==> config.mk <==
export PLATFORM = sky130hd
export DESIGN_NAME = instruction_fetch_unit_flat
export DESIGN_NICKNAME = d
export VERILOG_FILES = /design/src/rtl/fetch_pkg.sv /design/src/rtl/instruction_fetch_unit_if.sv /design/src/rtl/mfc_watchdog.sv /design/src/rtl/instruction_fetch_unit.sv /design/src/flat_wrapper.sv
export SDC_FILE = /design/constraint.sdc
export NUM_CORES = 1
export LEC_CHECK = 0
export CAP_MARGIN = 40
export CORE_MARGIN = 10
export CORE_UTILIZATION = 45
export CTS_BUF_LIST = sky130_fd_sc_hd__clkbuf_8
export DETAILED_ROUTE_END_ITERATION = 7
export GPL_ROUTABILITY_DRIVEN = 0
export PLACE_DENSITY = 0.74
export SLEW_MARGIN = 20
export SYNTH_ARGS = -nofsm -noshare
export SYNTH_HDL_FRONTEND = slang
export SYNTH_HIERARCHICAL = 1
export SYNTH_SLANG_ARGS = --single-unit
==> constraint.sdc <==
create_clock -name i_Clock -period 3.25 [get_ports i_Clock]
set_input_delay 0.4875 -clock i_Clock [delete_from_list [all_inputs] [get_ports i_Clock]]
set_output_delay 0.4875 -clock i_Clock [all_outputs]
set_load 0.02 [all_outputs]
==> src/rtl/fetch_pkg.sv <==
// Shared types and constants for the instruction fetch unit and its watchdog.
package fetch_pkg;

  typedef enum logic [1:0] {
    IDLE  = 2'd0,
    REQ   = 2'd1,
    WAIT  = 2'd2,
    FAULT = 2'd3
  } fetch_state_t;

  localparam int PC_INC = 1;
  localparam int WDOG_W = 8;

endpackage

==> src/rtl/instruction_fetch_unit_if.sv <==
// Instruction-memory bus: address/read strobe out, data plus MFC completion back.
interface instruction_fetch_unit_if #(
  parameter int ADDR_W = 32
);

  logic [ADDR_W-1:0] ROM_Address;
  logic              ROM_Read;
  logic [31:0]       ROM_Data;
  logic              MFC;

  modport master (output ROM_Address, ROM_Read, input ROM_Data, MFC);
  modport slave  (input ROM_Address, ROM_Read, output ROM_Data, MFC);

endinterface

==> src/rtl/mfc_watchdog.sv <==
// Counts WAIT cycles spent without MFC; terminal flags the last permitted cycle.
module mfc_watchdog
  import fetch_pkg::*;
#(
  parameter int MFC_TIMEOUT = 16
) (
  input  logic i_clk,
  input  logic i_rst,
  input  logic i_clear,
  input  logic i_enable,
  output logic o_terminal
);

  localparam logic [WDOG_W-1:0] TERMINAL = WDOG_W'(MFC_TIMEOUT - 1);

  logic [WDOG_W-1:0] r_count;

  // Saturates at terminal so an idle-but-enabled counter never wraps.
  always_ff @(posedge i_clk) begin
    if (i_rst || i_clear) begin
      r_count <= '0;
    end else if (i_enable && !o_terminal) begin
      r_count <= r_count + WDOG_W'(1);
    end
  end

  assign o_terminal = (r_count == TERMINAL);

endmodule

==> src/rtl/instruction_fetch_unit.sv <==
// Fetch stage: holds the PC, runs the MFC read handshake, loads IR and
// advances the PC by increment, branch offset or jump target.
module instruction_fetch_unit
  import fetch_pkg::*;
#(
  parameter int                ADDR_W      = 32,
  parameter logic [ADDR_W-1:0] RESET_PC    = '0,
  parameter int                MFC_TIMEOUT = 16
) (
  input  logic                    i_Clock,
  input  logic                    i_Reset,
  input  logic                    i_Fetch_Start,
  input  logic                    i_Stall,
  input  logic                    i_PC_Select,
  input  logic                    i_INC_Select,
  input  logic [ADDR_W-1:0]       i_BranchOffset,
  input  logic [ADDR_W-1:0]       i_RA_In,
  instruction_fetch_unit_if.master rom,
  output logic [31:0]             o_IR_Out,
  output logic [ADDR_W-1:0]       o_PC_Out,
  output logic [ADDR_W-1:0]       o_PC_Temp,
  output logic                    o_Instr_Valid,
  output logic                    o_Busy,
  output logic                    o_Fetch_Fault
);

  fetch_state_t      r_state, w_next_state;
  logic [ADDR_W-1:0] r_pc, r_pc_temp, r_offset, r_ra, w_next_pc;
  logic [31:0]       r_ir;
  logic              r_pc_sel, r_inc_sel, r_valid;
  logic              w_accept, w_complete, w_wd_clear, w_wd_enable, w_wd_terminal;

  mfc_watchdog #(.MFC_TIMEOUT(MFC_TIMEOUT)) u_watchdog (
    .i_clk      (i_Clock),
    .i_rst      (i_Reset),
    .i_clear    (w_wd_clear),
    .i_enable   (w_wd_enable),
    .o_terminal (w_wd_terminal)
  );

  always_ff @(posedge i_Clock) begin
    if (i_Reset) begin
      r_state <= IDLE;
    end else begin
      r_state <= w_next_state;
    end
  end

  // MFC has priority over the timeout, so a completion on the last WAIT cycle still succeeds.
  always_comb begin
    w_next_state = r_state;
    w_accept     = 1'b0;
    w_complete   = 1'b0;
    w_wd_clear   = 1'b0;
    w_wd_enable  = 1'b0;
    case (r_state)
      IDLE: begin
        if (i_Fetch_Start && !i_Stall) begin
          w_accept     = 1'b1;
          w_next_state = REQ;
        end
      end
      REQ: begin
        w_wd_clear   = 1'b1;
        w_next_state = WAIT;
      end
      WAIT: begin
        if (rom.MFC) begin
          w_complete   = 1'b1;
          w_next_state = IDLE;
        end else if (w_wd_terminal) begin
          w_next_state = FAULT;
        end else begin
          w_wd_enable = 1'b1;
        end
      end
      FAULT:   w_next_state = FAULT;
      default: w_next_state = IDLE;
    endcase
  end

  assign w_next_pc = r_pc_sel ? (r_pc + (r_inc_sel ? r_offset : ADDR_W'(PC_INC))) : r_ra;

  // Selects are captured at acceptance so later input changes cannot redirect this fetch.
  always_ff @(posedge i_Clock) begin
    if (i_Reset) begin
      r_pc      <= RESET_PC;
      r_ir      <= '0;
      r_pc_temp <= '0;
      r_valid   <= 1'b0;
      r_pc_sel  <= 1'b0;
      r_inc_sel <= 1'b0;
      r_offset  <= '0;
      r_ra      <= '0;
    end else begin
      r_valid <= w_complete;
      if (w_accept) begin
        r_pc_sel  <= i_PC_Select;
        r_inc_sel <= i_INC_Select;
        r_offset  <= i_BranchOffset;
        r_ra      <= i_RA_In;
      end
      if (w_complete) begin
        r_ir      <= rom.ROM_Data;
        r_pc_temp <= r_pc + ADDR_W'(PC_INC);
        r_pc      <= w_next_pc;
      end
    end
  end

  assign rom.ROM_Address = r_pc;
  assign rom.ROM_Read    = (r_state == REQ) || (r_state == WAIT);
  assign o_IR_Out        = r_ir;
  assign o_PC_Out        = r_pc;
  assign o_PC_Temp       = r_pc_temp;
  assign o_Instr_Valid   = r_valid;
  assign o_Busy          = (r_state != IDLE);
  assign o_Fetch_Fault   = (r_state == FAULT);

endmodule

==> src/flat_wrapper.sv <==
// flat-port wrapper written by rule: the top's interface ports become plain ports
module instruction_fetch_unit_flat import fetch_pkg::*;
#(
  parameter int                ADDR_W      = 32,
  parameter logic [ADDR_W-1:0] RESET_PC    = '0,
  parameter int                MFC_TIMEOUT = 16
)
  (i_Clock, i_Reset, i_Fetch_Start, i_Stall, i_PC_Select, i_INC_Select, i_BranchOffset, i_RA_In, o_IR_Out, o_PC_Out, o_PC_Temp, o_Instr_Valid, o_Busy, o_Fetch_Fault, rom_ROM_Address, rom_ROM_Read, rom_ROM_Data, rom_MFC);
  instruction_fetch_unit_if #(.ADDR_W(ADDR_W)) rom_i ();
  input  logic i_Clock;
  input  logic i_Reset;
  input  logic i_Fetch_Start;
  input  logic i_Stall;
  input  logic i_PC_Select;
  input  logic i_INC_Select;
  input  logic [ADDR_W-1:0] i_BranchOffset;
  input  logic [ADDR_W-1:0] i_RA_In;
  output logic [31:0] o_IR_Out;
  output logic [ADDR_W-1:0] o_PC_Out;
  output logic [ADDR_W-1:0] o_PC_Temp;
  output logic o_Instr_Valid;
  output logic o_Busy;
  output logic o_Fetch_Fault;
  output wire logic [$bits(rom_i.ROM_Address)-1:0] rom_ROM_Address;
  output wire logic [$bits(rom_i.ROM_Read)-1:0] rom_ROM_Read;
  input wire logic [$bits(rom_i.ROM_Data)-1:0] rom_ROM_Data;
  input wire logic [$bits(rom_i.MFC)-1:0] rom_MFC;
  assign rom_ROM_Address = rom_i.ROM_Address;
  assign rom_ROM_Read = rom_i.ROM_Read;
  assign rom_i.ROM_Data = rom_ROM_Data;
  assign rom_i.MFC = rom_MFC;
  instruction_fetch_unit #(.ADDR_W(ADDR_W), .RESET_PC(RESET_PC), .MFC_TIMEOUT(MFC_TIMEOUT)) u_core (.i_Clock(i_Clock), .i_Reset(i_Reset), .i_Fetch_Start(i_Fetch_Start), .i_Stall(i_Stall), .i_PC_Select(i_PC_Select), .i_INC_Select(i_INC_Select), .i_BranchOffset(i_BranchOffset), .i_RA_In(i_RA_In), .rom(rom_i), .o_IR_Out(o_IR_Out), .o_PC_Out(o_PC_Out), .o_PC_Temp(o_PC_Temp), .o_Instr_Valid(o_Instr_Valid), .o_Busy(o_Busy), .o_Fetch_Fault(o_Fetch_Fault));
endmodule
==> results of run 1 <==
## flip-flops by register name, indices dropped and copies added (netlist names)
register and flops:
u_core/r_inc_sel 1, u_core/r_offset 32, u_core/u_watchdog/r_count 8, u_core/r_pc_sel 1
u_core/o_IR_Out 32, u_core/o_PC_Temp 32, u_core/r_ra 32, u_core/o_Instr_Valid 1
u_core/o_PC_Out 32, u_core/r_state 2
## stage by stage
stage          hold WS (ps)  utilization  setup slack, ps  cell area [sq um]  power [mW]
5_1_grt                 475        0.600             46.6              12100        6.42
3_3_place_gp            440        0.578              214              11700        4.43
4_1_cts                 457        0.600             62.7              12100        6.17
6_report                456        0.600              171              12100        6.13
2_1_floorplan           431            -              493               9270        3.66
3_5_place_dp            444        0.578              120              11700        4.46
## worst max path at each step
| stage | end | slack (ps) | cells after the start |
|---|---|---|---|
| after CTS | u_core/o_PC_Out[30] | 60 | 10 |
| after detailed placement | u_core/o_PC_Out[30] | 120 | 10 |
| after floorplan | u_core/o_PC_Out[30] | 490 | 10 |
| after global routing | u_core/o_PC_Out[30] | 50 | 10 |
| final | u_core/o_PC_Out[30] | 170 | 10 |
| after global placement | u_core/o_PC_Out[30] | 210 | 10 |
## placed cells by master (no fill, tap or decap), drive strengths merged, types with 5 or more instances in the layout
master	synthesis	final
or3	15	15
o21ai	35	35
nand3	26	26
a311oi	6	6
nor4	5	5
clkdlybuf4s50	0	233
o21bai	6	6
buf	47	34
inv	13	18
a21o	6	6
clkbuf	60	17
nand2	261	261
nor2	93	93
nand2b	6	6
nor3	30	30
nand4	15	15
and3	15	15
a31oi	5	5
xnor2	12	12
dfxtp	173	173
mux2i	13	13
and2	36	36
a21oi	156	156
xor2	31	31
ha	37	37
a211oi	49	49
and4	5	5
## metal layers
layer	GRT usage	wire length, microns	up-vias
met1	0.265	12900	4253
met5	0	0	-
met2	0.345	14100	320
met4	0.0747	599	0
met3	0.0410	1950	40
li1	-	-	4507
## kinds of logic after synthesis
kind of cell             after synthesis
flip-flops                           173
buffers and inverters                120
XOR/XNOR                              43
multiplexers                          16
AO/OA/AOI/OAI                        295
adder cells (fa/ha/maj)               38
AND/OR/NAND/NOR                      520
## area by class of cell
cell class	count	area, sq um	share of cell area
Clock buffer	17	234	0.0193
Clock inverter	14	208	0.0171
Inverter	13	48.8	0.00402
Multi-Input combinational cell	912	5240	0.431
Sequential cell	173	3460	0.285
Tap cell	270	338	0.0278
Timing Repair Buffer	267	2610	0.215
## timing repair
item,CTS,global route
gates resized for setup,0,2
endpoints found under the setup margin,0,1
hold endpoints to repair,0,0
## power breakdown
group / switching [mW] / internal [mW]
Combinational: 1.09 / 0.798
Sequential: 0.176 / 2.35
Clock: 0.862 / 0.852
## worst register-to-register path, cell delays in order, from the launching register on
cell       delay (ps)
dfxtp_2           390
nand2b_1           90
ha_1              220
fa_1              410
a21oi_1           270
o221ai_2          190
a32oi_1           290
o211ai_2          200
o32ai_2           290
mux2_1            360
a2111oi_2         260
==> out/results.tsv, run 1 <==
metric	value	unit
die_w	164	microns
grt_max_degree	115	
critPathBufInv	0	
period_minus_slack	3080	ps
synth_area_leader_cell	dfxtp_1	
synth_top_family_by_area	simple AND/OR/NAND/NOR gates	
drc	0	
drt_iter0_markers	787	
fill_cells	1871	
dp_cells	1635	
synth_cells	1205	
io_buffers	234	
synth-simple-area-share	0.256	
yosysSeqAreaShare	0.374	
areaGrowthSynthToFinish	31.0	%
fmax	0.325	GHz
synth_xor_area_frac	0.0406	
crit_required	3620	ps
leakagePower	4.28	nW
hold_class	reg -> reg	
synth_ff_type	dfxtp_1	
setup_viol	0	
rows	52	
ys_ff_latch	173	
dp_hpwl	21.6	mm
crit_arrival	3450	ps
fin_tns_setup	0	ps
clkLatencyLatePin	470	ps
rr_worst_depth	10	
die_y	164	microns
worstHoldStart	u_core/r_offset[17]	
yosysUniqueCellTypes	72	
vias_per_cell	5.47	
end_kind	flip-flop	
yosys_warnings	6	
grt_pass1_vias	8480	
num_antenna_cells	0	
nNetsFinal	1525	
worstReg2RegStart	u_core/r_inc_sel	
max_cap_viol_count	0	
min_to	u_core/r_offset[17]	
cts_setup_buffers	0	
min_period_over_period	0.947	
overflow	0	
drt_pass1_iterations	5	
max-slew-margin-rel	0.552	
clock-sinks	173	
status	finished clean	
synth_area_leaders	dfxtp_1 (37%), nand2_1 (11%), a21oi_1 (8.4%), ha_1 (5.0%), a211oi_1 (3.9%)	
worstMarginPinSlew	673	ps
synth_compound_area_frac	0.197	
cp_max_fo	7	
dr_total_vias	9120	
crit_path_max_incr_delay	410	ps
synth_mux_area_frac	0.0177	
ir_worst_vdd	0.000269	V
critPathTopFamily	compound AO/OA/AOI/OAI gates	
grt_util_all_layers	0.209	
synthAdderAreaFrac	0.0521	
r2r_end	u_core/o_PC_Out[30]	
start_kind	flip-flop	
syn_area	9270	sq um
h-tree-depth	4	
slew_violations	0	
ios	235	
rsz0062_at_grt	no	
hold_viol_final	0	
wl_per_cell	17.7	microns
fp.dieArea	26700	sq um
skew	10.7	ps
power_density	505	nW/um^2
root_buffer	clkbuf_8	
async_flop_share	0	
whs_path_depth	2	
wl	29.6	mm
critical_path_class	reg -> reg	
synth.net_count	1346	
path_cells	nand2b_1 > ha_1 > fa_1 > a21oi_1 > o221ai_2 > a32oi_1 > o211ai_2 > o32ai_2 > mux2_1 > a2111oi_2	
coreArea	20200	sq um
synthMostInstantiatedCell	nand2_1	
cts_buffers	17	
start_util	0.458	
reg2reg_slack	170	ps
antenna_found_initial	0	
drive_above_1_share	0.0673	
startpoint	u_core/r_inc_sel	
fin_cells	1666	
clk_pin_slew	100	ps
ant_nets	0	
avgSynthCellArea	7.69	sq um
synth_edf_count	0	
critical-path-slowest-cell	fa_1	
cts.hold.buffers_added	0	
grt_first_pass_wirelength	45.1	mm
synth.top_cell.area_share	0.374	
cts_buffer_depth	2	
cts_tree	yes	
netlist_top_cells_count	nand2_1 (260), dfxtp_1 (173), a21oi_1 (155)	
No activity file was read; power rests on OpenSTA's default activity.
==> inputs of run 2 (changes only) <==
Settings changed: REMOVE_ABC_BUFFERS from default to 1.
==> out/results.tsv, run 2 (synthesis results as in run 1) <==
metric	value	unit	change
worstReg2RegStart	u_core/r_offset[0]		
startpoint	u_core/r_offset[0]		
wl_per_cell	16.7	microns	-6.1%
min_to	u_core/r_ra[31]		
ir_worst_vdd	0.000453	V	+68%
start_util	0.458		unchanged
min_period_over_period	0.923		-0.0245
drt_pass1_iterations	6		+1
mostFrequentLayoutCell	nand2_1		
clock-sinks	173		unchanged
grt_util_all_layers	0.199		-0.0100
critical_path_class	reg -> reg		
cp_max_fo	4		-3
rr_worst_depth	10		unchanged
dr_total_vias	8920		-2.2%
status	finished clean		
die_y	164	microns	unchanged
crit_arrival	3380	ps	-70 ps
start_kind	flip-flop		
whs_path_depth	2		unchanged
pre_cts_ws	199	ps	+78.8 ps
h-tree-depth	4		unchanged
nNetsFinal	1521		-0.26%
io_buffers	234		unchanged
clk_pin_slew	110	ps	about the same
r2r_end	u_core/o_PC_Out[30]		
hold_class	reg -> reg		
dp_hpwl	20.7	mm	-4.5%
vias_per_cell	5.36		-2.1%
drive_above_1_share	0.0653		-0.00201
clkLatencyLatePin	480	ps	about the same
crit_required	3630	ps	about the same
ant_nets	0		unchanged
hold_viol_final	0		unchanged
setup_viol	0		unchanged
fmax	0.333	GHz	+2.6%
fin_ws	250	ps	+79.5 ps
leakagePower	4.26	nW	-0.46%
worstHoldStart	u_core/r_ra[31]		
die_w	164	microns	unchanged
coreArea	20200	sq um	unchanged
wl	27.7	mm	-6.2%
grt_max_degree	110		-4.3%
cts.hold.buffers_added	0		unchanged
max-slew-margin-rel	0.543		-0.00850
fin_cells	1665		-0.060%
final_cell_mix	nand2_1 (259), clkdlybuf4s50_1 (233), dfxtp_1 (173), a21oi_1 (154), nor2_1 (90)		
drc	0		unchanged
cts_tree	yes		
drt_iter0_markers	660		-16%
grt_pass1_vias	8264		-2.5%
root_buffer	clkbuf_8		
worstMarginPinSlew	685	ps	+12.7 ps
reg2reg_slack	250	ps	+80 ps
fin_tns_setup	0	ps	unchanged
power_density	494	nW/um^2	-2.2%
grt_first_pass_wirelength	43.5	mm	-3.6%
cts_buffers	17		unchanged
period_minus_slack	3000	ps	-79.5 ps
slew_violations	0		unchanged
max_cap_viol_count	0		unchanged
dp_cells	1631		-0.24%
cts_buffer_depth	2		unchanged
rsz0062_at_grt	no		
fp.dieArea	26700	sq um	unchanged
areaGrowthSynthToFinish	30.3	%	
ios	235		unchanged
fill_cells	1876		+0.27%
overflow	0		unchanged
skew	20.7	ps	+9.98 ps
end_kind	flip-flop		
antenna_found_initial	1		+1
rows	52		unchanged
power.total	5.96	mW	-2.7%
## run 2: cell type report
cell class	count	area, sq um	share of cell area
flip-flops and latches	173	3460	0.287
diodes	2	5.00	0.000414
clock inverters	15	175	0.0145
inverters	13	48.8	0.00404
repair buffers	263	2570	0.213
clock buffers	17	234	0.0194
well taps	270	338	0.0280
multi-input cells	912	5240	0.434
## run 2: metal layers
| layer | track usage | vias up | share of wire |
|---|---|---|---|
| met3 | 0.0433 | 29 | 0.075 |
| li1 | - | 4509 | - |
| met2 | 0.321 | 320 | 0.47 |
| met5 | 0 | - | 0 |
| met1 | 0.259 | 4062 | 0.44 |
| met4 | 0.0630 | 0 | 0.016 |
## run 2: critical path: stages, from the launching register on
cell	delay (ps)
dfxtp_1	320
nand2b_1	140
ha_1	210
fa_1	440
a21oi_2	210
o221ai_2	180
a32oi_2	270
o211ai_2	180
o32ai_1	340
mux2_1	380
a2111oi_2	260
## run 2: worst max-delay path by stage
| stage | endpoint | depth (start not counted) |
|---|---|---|
| 2_1_floorplan | u_core/o_PC_Out[23] | 7 |
| 3_3_place_gp | u_core/o_PC_Out[30] | 10 |
| 3_5_place_dp | u_core/o_PC_Out[30] | 10 |
| 4_1_cts | u_core/o_PC_Out[30] | 10 |
| 5_1_grt | u_core/o_PC_Out[30] | 10 |
| 6_report | u_core/o_PC_Out[30] | 10 |
## run 2: what timing repair did
item	4_1_cts	5_1_grt
endpoints found under the setup margin	0	1
resized for setup	0	2
buffers inserted	0	0
## run 2: metrics by stage
stage | hold slack [ps] | area [sq um] | utilization
finish | 454 | 12100 | 0.597
global route | 472 | 12100 | 0.597
CTS | 457 | 12100 | 0.596
detailed placement | 444 | 11700 | 0.576
global placement | 438 | 11700 | 0.576
floorplan | 425 | 8730 | -
## run 2: power breakdown
group	total [mW]	internal [mW]	switching, mW	leakage (nW)
Sequential	2.53	2.35	0.181	1.40
Clock	1.58	0.711	0.870	0.204
Combinational	1.85	0.793	1.05	2.66
Total	5.96	3.86	2.10	4.26
==> inputs of run 3 (changes only) <==
Settings changed: CORE_ASPECT_RATIO from default to 1.75, CORE_UTILIZATION 45 to 51, PLACE_DENSITY 0.74 to 0.83.
==> out/results.tsv, run 3 (synthesis results as in run 1) <==
metric	value	unit	change
finish.utilization	0.667		+0.0706
final_area	12000	sq um	-0.67%
grt_pass1_vias	9149		+11%
startpoint	u_core/r_inc_sel		
holdWs	458	ps	+4.65 ps
clkLatencyLatePin	480	ps	about the same
cts_setup_buffers	0		unchanged
wl_per_cell	17.7	microns	+6.5%
fmax	0.336	GHz	+0.82%
clk_pin_slew	110	ps	about the same
h-tree-depth	4		unchanged
rsz0062_at_grt	no		
ant_nets	0		unchanged
ios	235		unchanged
die_w	122	microns	-25%
cts_tree	yes		
die_y	198	microns	+21%
coreArea	18000	sq um	-11%
nNetsFinal	1517		-0.26%
max_cap_viol_count	0		unchanged
max-slew-margin-rel	0.505		-0.0376
grt_util_all_layers	0.230		+0.0312
period_minus_slack	2980	ps	-24.5 ps
grt_max_degree	114		+3.6%
hold_viol_final	0		unchanged
power.total	5.95	mW	-0.21%
drive_above_1_share	0.0605		-0.00485
grt_first_pass_wirelength	45.2	mm	+4.0%
rr_worst_depth	10		unchanged
power_density	496	nW/um^2	+0.47%
cts_buffer_depth	2		unchanged
io_buffers	234		unchanged
rows	65		+25%
hold_class	reg -> reg		
fin_tns_setup	0	ps	unchanged
areaGrowthSynthToFinish	29.4	%	
overflow	0		unchanged
drc	0		unchanged
ctsResizeCount	0		unchanged
dr_total_vias	9262		+3.8%
drt_pass1_iterations	5		-1
drt_iter0_markers	636		-3.6%
min_period_over_period	0.915		-0.00755
r2r_end	u_core/o_PC_Out[30]		
slew_violations	0		unchanged
start_kind	flip-flop		
dp_hpwl	20.9	mm	+1.2%
reg2reg_slack	270	ps	+20 ps
wl	28.8	mm	+3.8%
end_kind	flip-flop		
fill_cells	1523		-19%
clock-sinks	173		unchanged
status	finished clean		
ir_worst_vdd	0.000316	V	-30%
leakagePower	4.23	nW	-0.79%
cts.hold.buffers_added	0		unchanged
worstMarginPinSlew	738	ps	+52.4 ps
worstReg2RegStart	u_core/r_inc_sel		
final_cell_mix	nand2_1 (259), clkdlybuf4s50_1 (233), dfxtp_1 (173), a21oi_1 (154), nor2_1 (90)		
skew	20.9	ps	+0.242 ps
cp-endpoint	u_core/o_PC_Out[30]		
start_util	0.516		+0.0576
critical_path_class	reg -> reg		
placed_cell_area	11600	sq um	-0.54%
setup_viol	0		unchanged
crit_required	3630	ps	about the same
crit_arrival	3350	ps	-30 ps
cp_max_fo	31		+27
mostFrequentLayoutCell	nand2_1		
cts_buffers	17		unchanged
fp.dieArea	24200	sq um	-9.6%
root_buffer	clkbuf_8		
vias_per_cell	5.70		+6.5%
antenna_found_initial	1		unchanged
-- run 3: changes by cell type in the layout (fill, tap and decap cells not counted), sizes merged --
cell,delta
buf,-4
clkinv,-1
diode,-1
inv,+1
-- run 3: worst min path at each step --
stage	from	endpoint	slack, ps	cells past startpoint
final	u_core/o_IR_Out[8]	u_core/o_IR_Out[8]	460	2
after detailed placement	u_core/r_offset[29]	u_core/r_offset[29]	440	2
after global routing	u_core/o_IR_Out[31]	u_core/o_IR_Out[31]	480	2
after global placement	u_core/r_offset[30]	u_core/r_offset[30]	440	2
after floorplan	u_core/r_offset[0]	u_core/r_offset[0]	430	2
after CTS	u_core/r_offset[29]	u_core/r_offset[29]	450	2
-- run 3: worst max-delay path, cell delays in order, from the launching register on --
cell and delay (ps):
dfxtp_1 390, buf_6 250, and2_1 160, ha_1 300, a21oi_1 320, o21ai_1 140, a32oi_1 200, o211ai_2 180
o32ai_1 290, mux2_1 370, a2111oi_2 280
-- run 3: power breakdown --
| part | switching, mW | internal, mW |
|---|---|---|
| logic | 1.06 | 0.787 |
| clock network | 0.876 | 0.700 |
| registers | 0.174 | 2.35 |
| total | 2.11 | 3.84 |
-- run 3: per-layer routing --
metal  global-route usage  vias to the layer above  part of all wire
li1                     -                     4498                 -
met1                0.232                     4296              0.36
met2                0.419                      375              0.53
met3               0.0431                       93             0.063
met4                0.143                        0             0.050
met5                    0                        -                 0
-- run 3: layout make-up --
type,count,area (sq um),area share
Clock buffer,17,234,0.0195
Timing Repair Buffer,259,2560,0.213
Sequential cell,173,3460,0.289
Multi-Input combinational cell,912,5240,0.436
Tap cell,234,293,0.0244
Antenna cell,1,2.50,0.000209
Inverter,13,48.8,0.00407
Clock inverter,15,163,0.0136
-- run 3: metrics by stage --
step,setup WS [ps],std cells
6_report,275,1624
5_1_grt,18.0,1624
4_1_cts,233,1623
3_5_place_dp,255,1591
3_3_place_gp,372,1591
2_1_floorplan,-982,1098
